**src/rtl/v810_bus_arb.sv**
```systemverilog
// Two-requester arbiter (IF fetch / EX data) in front of the single mem-unit data port.
// Optional build macro V810_ARB_RR_EN: round-robin pick instead of EX priority with burst cap.
module v810_bus_arb #(
  parameter int EX_MAX_BURST = 4
) (
  input  logic        CLK,
  input  logic        RESn,
  input  logic        CE,
  input  logic [31:0] IF_A,
  input  logic        IF_REQ,
  output logic [31:0] IF_D,
  output logic        IF_ACK,
  input  logic [31:0] EX_A,
  input  logic [31:0] EX_D_O,
  input  logic [1:0]  EX_BC,
  input  logic [3:0]  EX_BE,
  input  logic        EX_WR,
  input  logic        EX_REQ,
  output logic [31:0] EX_D_I,
  output logic        EX_ACK,
  output logic [31:0] EDA,
  output logic [31:0] EDD_O,
  output logic [1:0]  EDBC,
  output logic [3:0]  EDBE,
  output logic        EDWR,
  output logic        EDREQ,
  input  logic [31:0] EDD_I,
  input  logic        EDACK
);

  typedef enum logic [1:0] {
    OWN_NONE = 2'd0,
    OWN_IF   = 2'd1,
    OWN_EX   = 2'd2
  } own_t;

  own_t own_reg;
  own_t pick;
  own_t sel;

`ifdef V810_ARB_RR_EN
  logic last_ex_reg;
`else
  localparam int RUN_W = $clog2(EX_MAX_BURST + 1);
  localparam logic [RUN_W-1:0] RUN_MAX = RUN_W'(EX_MAX_BURST);
  logic [RUN_W-1:0] ex_run_reg;
`endif

  logic unused_if_a_lsbs;
  assign unused_if_a_lsbs = ^IF_A[1:0];

  always_comb begin
    pick = OWN_NONE;
    if (EX_REQ && IF_REQ) begin
`ifdef V810_ARB_RR_EN
      pick = last_ex_reg ? OWN_IF : OWN_EX;
`else
      // IF gets one grant after EX has won EX_MAX_BURST times in a row
      pick = (ex_run_reg == RUN_MAX) ? OWN_IF : OWN_EX;
`endif
    end else if (EX_REQ) begin
      pick = OWN_EX;
    end else if (IF_REQ) begin
      pick = OWN_IF;
    end
  end

  assign sel = (own_reg != OWN_NONE) ? own_reg : pick;

  always_comb begin
    EDA   = 32'h0;
    EDD_O = 32'h0;
    EDBC  = 2'd0;
    EDBE  = 4'h0;
    EDWR  = 1'b0;
    case (sel)
      OWN_IF: begin
        EDA  = {IF_A[31:2], 2'b00};
        EDBC = 2'd3;
        EDBE = 4'hF;
      end
      OWN_EX: begin
        EDA   = EX_A;
        EDD_O = EX_D_O;
        EDBC  = EX_BC;
        EDBE  = EX_BE;
        EDWR  = EX_WR;
      end
      default: ;
    endcase
  end

  assign EDREQ = RESn & (((sel == OWN_IF) & IF_REQ) | ((sel == OWN_EX) & EX_REQ));
  // Acks are masked while in reset so an aborted access never completes
  assign IF_ACK = RESn & EDACK & (sel == OWN_IF);
  assign EX_ACK = RESn & EDACK & (sel == OWN_EX);
  assign IF_D   = EDD_I;
  assign EX_D_I = EDD_I;

  always_ff @(posedge CLK) begin
    if (CE) begin
      if (!RESn) begin
        own_reg <= OWN_NONE;
`ifdef V810_ARB_RR_EN
        last_ex_reg <= 1'b0;
`else
        ex_run_reg <= '0;
`endif
      end else begin
        // Release in the ACK cycle so the next pick is combinational
        if (EDACK) begin
          own_reg <= OWN_NONE;
        end else if (EDREQ) begin
          own_reg <= sel;
        end
`ifdef V810_ARB_RR_EN
        if (EDACK && sel != OWN_NONE) begin
          last_ex_reg <= (sel == OWN_EX);
        end
`else
        if (!IF_REQ || (EDACK && sel == OWN_IF)) begin
          ex_run_reg <= '0;
        end else if (EDACK && sel == OWN_EX && ex_run_reg != RUN_MAX) begin
          ex_run_reg <= ex_run_reg + 1'b1;
        end
`endif
      end
    end
  end

endmodule
```
**config.mk**
```make
export PLATFORM = sky130hd
export DESIGN_NAME = v810_bus_arb
export DESIGN_NICKNAME = d
export VERILOG_FILES = /design/src/rtl/v810_bus_arb.sv
export SDC_FILE = /design/constraint.sdc
export NUM_CORES = 1
export LEC_CHECK = 0
export BUFFER_PORTS_ARGS = -buffer_cell sky130_fd_sc_hd__buf_4
export CAP_MARGIN = 25
export CORE_AREA = 5 5 104 106
export DETAILED_ROUTE_END_ITERATION = 6
export DIE_AREA = 0 0 109 111
export GPL_ROUTABILITY_DRIVEN = 0
export HOLD_SLACK_MARGIN = 0.05
export PLACE_DENSITY_LB_ADDON = 0.25
export SYNTH_ARGS = -nofsm -noshare
export SYNTH_HDL_FRONTEND = slang
export SYNTH_SLANG_ARGS = --single-unit
export TNS_END_PERCENT = 50
```
**constraint.sdc**
```tcl
create_clock -name CLK -period 3.6 [get_ports CLK]
set_input_delay 0.18 -clock CLK [delete_from_list [all_inputs] [get_ports CLK]]
set_output_delay 0.18 -clock CLK [all_outputs]
set_load 0.1 [all_outputs]
```
==> results.py <==
metrics = {
    "timing": {
        "fmax_ghz": 0.3396,
        "final.setup.tns_ns": 0,
        "finalSetupViolCount": 0,
        "finalCritPeriodShare": 0.8179,
        "grt_setup_unrepaired": "no",
        "clock_skew_ns": 0.0001162,
        "post-route-min-period_ns": 2.945,
        "hold_violations": 0,
        "slew_headroom": 0.5335,
        "worstMarginPinSlew_ns": 0.6998,
        "slew_violations": 0,
    },
    "finish": {
        "largest_register_ff_count": 3,
        "drive_gt1_frac": 0.5706,
        "fin_nets": 479,
        "fillCellCount": 1089,
        "num_antenna_cells": 0,
        "area_growth_pct": 62.93,
        "fin_cells": 466,
    },
    "global_route": {
        "track_usage": 0.1009,
        "gr-total-overflow": 0,
        "grt_pass1_vias": 1911,
        "grt_pass1_wl_mm": 9.853,
        "antenna_found_initial": 0,
        "grt_max_degree": 37,
    },
    "synthesis": {
        "syn-num-nets": 370,
        "synthFlopType": "edfxtp_1",
        "synth_cell_types": 21,
        "synth.area.top_cells": "buf_4 (31%), a22oi_1 (15%), and2_1 (14%)",
        "yosysWarnings": 0,
        "yosysTopAreaCell": "buf_4",
        "ys_ff_latch": 5,
        "synth.most_common_cell": "buf_4",
        "avgSynthCellArea_um2": 6.990,
        "syn_area_mm2": 0.001573,
        "yosys.area.top_type_share": 0.3103,
        "yosys-top-cells-count": "buf_4 (65), nor2_1 (40), and2_1 (36)",
        "synthArstFlopShare": 0,
        "yosysSeqAreaShare": 0.09547,
        "synthCells": 225,
        "synth_edf_count": 5,
    },
    "critical_path": {
        "crit_chain": "inv_1, ha_1, nand2_1, o2bb2ai_1, ha_2, buf_4, a22oi_1, nor2_1, buf_4",
        "crit_slowest_cell": "ha_2",
        "startpoint_type": "flop",
        "worst_path_largest_cell_delay_ns": 0.65,
        "worstSetupPathType": "flop to primary output",
        "critPathTopFamily": "adder cells",
        "required_ns": 3.42,
        "crit_buf_inv": 3,
        "cp.arrival_ns": 2.76,
        "critPathCaptureType": "primary output",
        "path_max_fanout": 32,
        "cpMostUsedCell": "buf_4",
    },
    "routing": {
        "drcViolationCount": 0,
        "firstDrtPassIters": 4,
        "ant_nets": 0,
        "vias_per_cell": 4.019,
        "vias": 1873,
        "drt_iter0_markers": 74,
        "drt-total-wl_mm": 6.923,
        "post_drt_wl_per_cell_um": 14.86,
    },
    "die": {
        "die_area_mm2": 0.01210,
        "initial_utilization": 0.1624,
        "pin_count": 279,
        "die_w_um": 109,
        "num_rows": 36,
        "core_area_mm2": 0.009684,
        "die_h_um": 111,
    },
    "status": {
        "status": "finished, final reports clean",
    },
    "power": {
        "ir_worst_vdd_v": 0.0001830,
        "leakage_nw": 1.333,
        "power_mw": 1.097,
        "powerDensity_mw_per_mm2": 428.1,
    },
    "place": {
        "placedCellCount": 462,
        "hpwl_mm": 5.840,
        "portBuffers": 180,
    },
    "job": {
        "max-cap-violations": 0,
    },
    "min_path": {
        "hold_class": "input port to flop",
    },
    "clocking": {
        "max-clock-path-buffers": 2,
        "postCtsSetupRepairBufs": 0,
        "holdBufCountCts": 0,
        "cts_buffers": 3,
        "cts-resized-gates": 0,
        "root_buffer": "clkbuf_8",
        "clkTransAtPathRegs_ns": 0.03,
        "tritoncts": "built",
        "cts_sinks": 5,
        "clock_latency_ns": 0.22,
        "h-tree-depth": 1,
    },
}
[per-stage QoR]
stage	instance area, um2	util	hold WS [ns]	setup WS, ns
global route	2562	0.2646	0.3602	0.4222
floorplan	1573	-	0.4036	0.5832
detailed placement	2517	0.2599	0.3610	0.8451
global placement	2517	0.2599	0.3610	0.9155
CTS	2562	0.2646	0.3406	0.6093
finish	2562	0.2646	0.3541	0.6554
[cell type report]
class / count / area (um2) / area share
well taps: 133 / 166.4 / 0.06494
inverters: 6 / 22.52 / 0.008789
clock buffers: 4 / 45.04 / 0.01758
flip-flops and latches: 5 / 150.1 / 0.05859
multi-input cells: 134 / 797.0 / 0.3110
repair buffers: 184 / 1381 / 0.5391
[worst paths after layout]
check	startpoint	endpoint	slack (ns)	cells after the start
max reg2reg	ex_run_reg[0]	ex_run_reg[0]	0.91	9
min reg2reg	ex_run_reg[0]	ex_run_reg[0]	0.59	1
max	ex_run_reg[0]	EDA[4]	0.66	9
min	RESn	own_reg[0]	0.35	3
[power breakdown]
group          switching (mW)  total (mW)  internal (mW)
Sequential            0.00252      0.0721         0.0696
Combinational           0.699       0.922          0.223
Clock                  0.0266       0.102         0.0759
Total                   0.728        1.10          0.369
[logic make-up after synthesis]
family                     synth area share
and+or+nand+nor                      0.2824
buffers and inverters                0.3994
xor gates and xnor gates           0.005570
DFF                                 0.09546
AOI/OAI and AO/OA                    0.1854
adders and majority gates           0.03182
[worst register-to-register path, stage by stage, from the launching register on]
cell and delay, ns:
edfxtp_1 0.41, inv_1 0.08, ha_1 0.16, nand3_1 0.08, a21oi_1 0.26, ha_1 0.55
buf_4 0.32, nand2_1 0.10, and3_1 0.21, a21oi_2 0.21
[routing by layer]
| layer | vias up | GRT usage | share of wire |
|---|---|---|---|
| met5 | - | 0 | 0 |
| met4 | 0 | 0.01768 | 0.0064 |
| met3 | 13 | 0.03436 | 0.12 |
| met2 | 141 | 0.1994 | 0.53 |
| met1 | 824 | 0.09930 | 0.34 |
| li1 | 895 | - | - |
[placed cells by master (no fill, tap or decap), drive strengths merged]
master,count
a21oi,8
a22oi,31
a31oi,1
and2,36
and3,3
buf,184
clkbuf,4
edfxtp,5
ha,4
inv,6
nand2,3
nand3,3
nor2,40
nor2b,3
o2bb2ai,1
xnor2,1
Note: power is estimated with default switching activity, not from simulation.
